`src/rtl/counter_pkg.sv`:
```
// Shared types and helpers for the counter family.
// Combinational helpers only, no latency.
// No flow control; pure definitions.
package counter_pkg;

  // Count direction as seen by the toggle-enable logic.
  typedef enum logic {
    DIR_DOWN = 1'b0,
    DIR_UP   = 1'b1
  } cnt_dir_t;

  // A load value above the terminal value is pinned to the terminal value,
  // so the counter can never leave its 0..MAX range.
  function automatic logic [31:0] clamp_load(input logic [31:0] din,
                                             input logic [31:0] max);
    return (din > max) ? max : din;
  endfunction

endpackage

```
`src/rtl/tff_bit.sv`:
```
// Single T flip-flop cell: q toggles on a rising clk edge when t is high.
// Latency: one clock from t to q; qb is the complement of q.
// No backpressure; synchronous active-low reset drives q=0, qb=1.
module tff_bit (
  input  logic clk,
  input  logic rst,
  input  logic t,
  output logic q,
  output logic qb
);

  // Toggle storage with synchronous reset.
  always_ff @(posedge clk) begin
    if (!rst) begin
      q <= 1'b0;
    end else if (t) begin
      q <= ~q;
    end
  end

  assign qb = ~q;

endmodule

```
`src/rtl/updown_mod_counter.sv`:
```
// Up/down modulo-(MAX+1) counter built from T flip-flop cells, with load and terminal count.
// Latency: q/qb/wrap/sat one clock after the en/up/load sample; tc is combinational.
// No backpressure; priority rst > load > en > hold. Macro UPDOWN_COUNTER_SAT_EN selects saturation.
module updown_mod_counter
  import counter_pkg::*;
#(
  parameter int unsigned WIDTH = 4,
  parameter int unsigned MAX   = (WIDTH >= 32) ? 32'hFFFF_FFFF
                                               : ((32'd1 << WIDTH) - 32'd1)
) (
  input  logic             clk,
  input  logic             rst,
  input  logic             en,
  input  logic             up,
  input  logic             load,
  input  logic [WIDTH-1:0] din,
  output logic [WIDTH-1:0] q,
  output logic [WIDTH-1:0] qb,
  output logic             tc,
  output logic             wrap,
  output logic             sat
);

  localparam logic [WIDTH-1:0] MAX_Q = WIDTH'(MAX);

  cnt_dir_t         dir;
  logic             at_max;
  logic             at_zero;
  logic             term_step;
  logic [WIDTH-1:0] nxt;
  logic [WIDTH-1:0] and_up;
  logic [WIDTH-1:0] and_dn;
  logic [WIDTH-1:0] t_vec;
  logic             wrap_set;

  assign dir     = up ? DIR_UP : DIR_DOWN;
  assign at_max  = (q == MAX_Q);
  assign at_zero = (q == '0);
  assign tc      = en & (((dir == DIR_UP) & at_max) | ((dir == DIR_DOWN) & at_zero));

  // A count step that lands on a terminal condition (wraps or saturates).
  assign term_step = ~load & tc;

  // Target value for the irregular cases (load, wrap, saturation hold).
  always_comb begin
    nxt = q;
    if (load) begin
      nxt = WIDTH'(clamp_load(32'(din), 32'(MAX)));
    end else if (en) begin
      if (dir == DIR_UP) begin
        nxt = at_max ? '0 : q + WIDTH'(1);
      end else begin
        nxt = at_zero ? MAX_Q : q - WIDTH'(1);
      end
`ifdef UPDOWN_COUNTER_SAT_EN
      if (tc) begin
        nxt = q;
      end
`endif
    end
  end

  // Carry/borrow chains: bit i toggles when every lower bit is 1 (up) or 0 (down).
  always_comb begin
    and_up    = '0;
    and_dn    = '0;
    and_up[0] = 1'b1;
    and_dn[0] = 1'b1;
    for (int i = 1; i < WIDTH; i++) begin
      and_up[i] = and_up[i-1] & q[i-1];
      and_dn[i] = and_dn[i-1] & ~q[i-1];
    end
  end

  // Per-bit toggle enables: chains for ordinary steps, q^nxt for load/wrap/hold.
  always_comb begin
    t_vec = '0;
    if (load || term_step) begin
      t_vec = q ^ nxt;
    end else if (en) begin
      t_vec = (dir == DIR_UP) ? and_up : and_dn;
    end
  end

  for (genvar i = 0; i < WIDTH; i++) begin : g_bit
    tff_bit u_tff (
      .clk (clk),
      .rst (rst),
      .t   (t_vec[i]),
      .q   (q[i]),
      .qb  (qb[i])
    );
  end

`ifdef UPDOWN_COUNTER_SAT_EN
  assign wrap_set = 1'b0;

  // Sticky saturation flag: set on a held terminal step, cleared by load or reset.
  always_ff @(posedge clk) begin
    if (!rst) begin
      sat <= 1'b0;
    end else if (load) begin
      sat <= 1'b0;
    end else if (term_step) begin
      sat <= 1'b1;
    end
  end
`else
  assign wrap_set = term_step;
  assign sat      = 1'b0;
`endif

  // Wrap pulse: high for the one cycle following an edge where the count wrapped.
  always_ff @(posedge clk) begin
    if (!rst) begin
      wrap <= 1'b0;
    end else begin
      wrap <= wrap_set;
    end
  end

endmodule

```
`config.mk`:
```
export PLATFORM = sky130hd
export DESIGN_NAME = updown_mod_counter
export DESIGN_NICKNAME = d
export VERILOG_FILES = /design/src/rtl/counter_pkg.sv /design/src/rtl/tff_bit.sv /design/src/rtl/updown_mod_counter.sv
export SDC_FILE = /design/constraint.sdc
export NUM_CORES = 1
export LEC_CHECK = 0
export ABC_AREA = 1
export CAP_MARGIN = 10
export CORE_AREA = 2 2 39 41
export DETAILED_ROUTE_END_ITERATION = 10
export DIE_AREA = 0 0 41 43
export PLACE_DENSITY = 0.71
export SYNTH_ARGS = -nofsm -noshare
export SYNTH_HDL_FRONTEND = slang
export SYNTH_HIERARCHICAL = 1
export SYNTH_SLANG_ARGS = --single-unit
export TNS_END_PERCENT = 50
```
`constraint.sdc`:
```
create_clock -name clk -period 2.85 [get_ports clk]
set_input_delay 0.57 -clock clk [delete_from_list [all_inputs] [get_ports clk]]
set_output_delay 0.57 -clock clk [all_outputs]
set_load 0.02 [all_outputs]
```
# Word-level counts from Yosys, hierarchy flattened
# Cells that the tools add are included.
dict set report word_totals {
  register_bits 5
  input_bits 9
  output_inout_bits 11
  word_cells 35
}
dict set report classes {
  addsub 2
  eq_ne 1
  muxes 9
  n_bitwise 16
  reduce_logical 2
}
# operator n
set ops {}
lappend ops {{$mux W4} 8}
lappend ops {{$and A1 B1 Y1} 8}
lappend ops {{$not A1 Y1} 6}
lappend ops {{$add A4 B1 Y4 const B} 1}
lappend ops {{$eq A4 B4 Y1 const B} 1}
lappend ops {{$logic_not A4 Y1} 1}
lappend ops {{$sub A4 B1 Y4 const B} 1}
lappend ops {{$xor A4 B4 Y4} 1}
lappend ops {{$logic_or A1 B1 Y1} 1}
lappend ops {{$mux W1} 1}
lappend ops {{$or A1 B1 Y1} 1}

# Longest topological paths before layout
dict set report logic_depth {
  ltp_word 8
  ltp_mapped 13
  depth_no_buf 13
}

# Hierarchy
# The synthesis kept the hierarchy.
# module n_inst cells_per_inst area_per_inst_um2 seq_area_each_um2
set modules_own_cells {}
lappend modules_own_cells {updown_mod_counter 1 63 349.1 20.0}
lappend modules_own_cells {tff_bit 4 6 38.8 20.0}

# Least setup slack after synthesis
# No wires, ideal clock.
dict set report synth_path {
  kind {register to output}
  startpoint {reg g_bit[0].u_tff.q}
  endpoint {out tc}
  arrival_ps 1200
  t_required_ps 2280
  slack_ps 1080
  stages_incl_launch_ff 7
  path_buffers 0
  path_cell_list {dfxtp_1 inv_1 ha_1 inv_1 o21ai_2 nand3_2 inv_1}
}
dict set report synth_between {
  elab_chain_len 4
  elab_cells_between_ends 6
  classes_between {eq/ne (1); bitwise (4); reduce/logical (1)}
}
# item line
set synth_lines {}
lappend synth_lines {{start: declaration} tff_bit.sv:8} ;# output logic q,
lappend synth_lines {{start signal: assignment} tff_bit.sv:17} ;# q <= ~q;
lappend synth_lines {{$eq A4 B4 Y1 or $logic_not A4 Y1 (tied branches)} {updown_mod_counter.sv:37, updown_mod_counter.sv:38}}
lappend synth_lines {{$and A1 B1 Y1} updown_mod_counter.sv:39} ;# assign tc = en & (((dir == DIR_UP) & at_max) | ((dir == DIR_DOWN) & at_zero));
lappend synth_lines {{$or A1 B1 Y1 *} updown_mod_counter.sv:39}
lappend synth_lines {{$and A1 B1 Y1 *} updown_mod_counter.sv:39}
lappend synth_lines {{end: declaration} updown_mod_counter.sv:19} ;# output logic tc,
# Mark *: on every way between the ends. The rest lies on a longest branch, timed or not.

# Worst setup path after layout
dict set report layout_path {
  startpoint {in up}
  endpoint {out tc}
}
dict set report layout_between {
  elab_chain_len 5
  elab_cells_between_ends 6
  classes_between {mux (1); bitwise (5)}
}
# item line
set layout_lines {}
lappend layout_lines {{start: declaration} updown_mod_counter.sv:14} ;# input logic up,
lappend layout_lines {{$mux W1 *} updown_mod_counter.sv:36} ;# assign dir = up ? DIR_UP : DIR_DOWN;
lappend layout_lines {{$not A1 Y1} updown_mod_counter.sv:39}
lappend layout_lines {{$and A1 B1 Y1} updown_mod_counter.sv:39}
lappend layout_lines {{$or A1 B1 Y1 *} updown_mod_counter.sv:39}
lappend layout_lines {{$and A1 B1 Y1 *} updown_mod_counter.sv:39}
# Marks and branches as above.

==> summary.md <==
| Metric | Value |
|---|---|
| Outcome | `complete, no violations` |
| Core Footprint | `0.00138 mm2` |
| Worst VDD drop | `roughly 0.00017 V` |
| Row Count | `14` |
| Register area share after synthesis | `a little under 20%` |
| Syn-to-layout area delta | `44.9%` |
| Slew Viols, Final | `0` |
| DR pass1 iterations | `4` |
| Total Wirelength | `approximately 1100 um` |
| Data arrival time at the worst-slack endpoint | `about 2100 ps` |
| PortBufs | `18` |
| Crit share post-route | `95.0%` |
| Synth unique cells | `19` |
| Starting Density | `36.4%` |
| Final nets | `124` |
| Register bit count reported by yosys | `5` |
| Setup WS post-layout | `approximately 140 ps` |
| Worst setup startpoint | `up` |
| Die Wd | `between 40 and 50 um` |
| Inserted Diodes | `0` |
| Vert. Die Dim | `43 um` |
| Commonest non-fill, non-tap cell in the layout | `nand2_1` |
| Root Driver | `clkbuf_4` |
| # setup viols final | `0` |
| HPWL after detailed placement | `about 950 um` |
| Clock slew at reported path FFs | `40 ps` |
| GP Congestion | `0.788` |
| CTS buffer count | `3` |
| Worst hold slack | `575 ps` |
| Reg2reg end | `g_bit[1].u_tff/q` |
| Skew final | `1.50 ps` |
| Antenna Nets Post-Route | `0` |
| Gr usage total | `15.5%` |
| Synth Instances | `87` |
| Hold path depth | `2` |
| Clock buffer depth | `2` |
| Sink Count | `5` |
| IO Pins | `20` |
| Largest net degree at the start of global routing | `9` |
| Final hold vios | `0` |
| Worst Setup End Kind | `output pin` |
| Later-pin clock latency in the skew report | `~230 ps` |
| DR WL/cell | `9.13 um` |
| Post-cts gate resize count | `0` |
| Syn nets | `a little over 100` |
| Vias | `about 560` |
| Critical Path RT | `between 2000 and 2500 ps` |
| H-tree levels | `1` |
| Fmax | `between 0.3 and 0.4 GHz` |
| Fillers | `145` |
| Die area | `between 0.0015 and 0.002 mm2` |
| CP Launch Type | `input port` |
| Residual DRC | `0` |
| Post-CTS Setup Inserts | `0` |
| First DRT Iteration DRCs | `10` |
| Hold Buf Count CTS | `0` |
| Yosys warning count | `6` |
| MaxCap Viol Count | `0` |
| CTS tree | `done` |
| Reg2reg setup slack | `1190 ps` |
| Vias in the first global route | `496` |
| Commonest cells after routing, fill and taps aside | `28 x nand2_1, 18 x clkdlybuf4s50_1, 12 x nor2_1, 10 x inv_1, 8 x nand3_1` |
| Grt ovf | `0` |
| Avg Cell Area, Syn | `5.80 um2` |
| First-pass GRT wire length | `1990 um` |
| Initial antenna violation count | `0` |
| Synthesized cell area | `between 500 and 600 um2` |
| Worst Reg-to-Reg Cells | `13` |
| Unrepaired setup endpoints after global routing | `no` |
| TNS Setup | `0 ps` |
| Pre-CTS setup slack | `~140 ps` |
| PD cells | `473 mW/mm2` |
| Setup Crit Path Kind | `in -> out` |
| Crit path to | `tc` |
| Hold crit path type | `reg -> reg` |
| Number of vias per cell | `about 4.5` |
| Share of layout cells above drive strength 1 | `11.0%` |
| P_leak | `0.370 nW` |
| Tmin final | `2710 ps` |
| Reg2Reg Launch Point | `g_bit[0].u_tff/q` |
| CP max FO | `5` |
-- stage by stage --
stage / std cells / util (%) / instance area, um2 / power, mW
floorplan: 87 / - / 504 / 0.200
global placement: 121 / 50.9 / 704 / 0.266
detailed placement: 121 / 50.9 / 704 / 0.268
CTS: 125 / 52.8 / 731 / 0.352
global route: 125 / 52.8 / 731 / 0.378
finish: 125 / 52.8 / 731 / 0.346
-- synthesized netlist by cell type --
cell / count / share of area [%]
dfxtp_1: 5 / 20
a21oi_2: 1 / 1.7
buf_4: 1 / 1.5
conb_1: 1 / 0.74
inv_2: 4 / 3.0
nor2_1: 12 / 8.9
inv_1: 10 / 7.4
nand2_2: 1 / 1.2
o21ai_2: 1 / 1.7
nand3_1: 8 / 7.9
xnor2_1: 1 / 1.7
o21ai_0: 2 / 2.0
ha_1: 5 / 12
or2_1: 1 / 1.2
o22ai_1: 1 / 1.2
a21oi_1: 3 / 3.0
nand3_2: 1 / 2.0
nand2_1: 28 / 21
o211ai_1: 1 / 1.5
-- logic make-up after synthesis --
group	share of synthesized area, %
XOR/XNOR	1.74
flip-flops	19.9
other	0.744
AO/OA/AOI/OAI	11.2
adder cells (fa/ha/maj)	12.4
buffers and inverters	11.9
AND/OR/NAND/NOR	42.2
-- cell type report --
type	count	area, um2	area share, %
inverter	14	52.6	7.19
clock buffer	4	26.3	3.60
timing repair buffer	19	188	25.7
multi-input combinational	67	344	47.1
sequential	5	100	13.7
tap	16	20.0	2.74
-- how the worst min path moves through the flow --
stage                     start               end
6_report       g_bit[0].u_tff/q  g_bit[0].u_tff/q
5_1_grt        g_bit[0].u_tff/q  g_bit[0].u_tff/q
4_1_cts        g_bit[0].u_tff/q  g_bit[0].u_tff/q
3_5_place_dp   g_bit[0].u_tff/q  g_bit[0].u_tff/q
3_3_place_gp   g_bit[0].u_tff/q  g_bit[0].u_tff/q
2_1_floorplan  g_bit[0].u_tff/q  g_bit[0].u_tff/q
-- power breakdown --
group / switching [mW] / internal [mW] / leakage (nW)
combinational: 0.0910 / 0.0772 / 0.314
sequential: 0.0186 / 0.0796 / 0.0414
clock: 0.0265 / 0.0528 / 0.0150
-- per-layer routing --
metal | wire [um] | track usage [%]
met1 | 544 | 20.8
met2 | 549 | 25.9
met3 | 46 | 0.524
met4 | 0 | 4.00
met5 | 0 | 0
-- registers in the layout (all words and copies together), names as in the netlist --
name,flops
g_bit.u_tff/q,4
wrap,1
-- critical path, stage by stage --
cell and delay [ps]:
clkdlybuf4s50_1 580, inv_2 100, a21oi_2 130, nand3_2 90, inv_1 70, clkdlybuf4s50_1 590
Power figures use the tool's default switching activity.
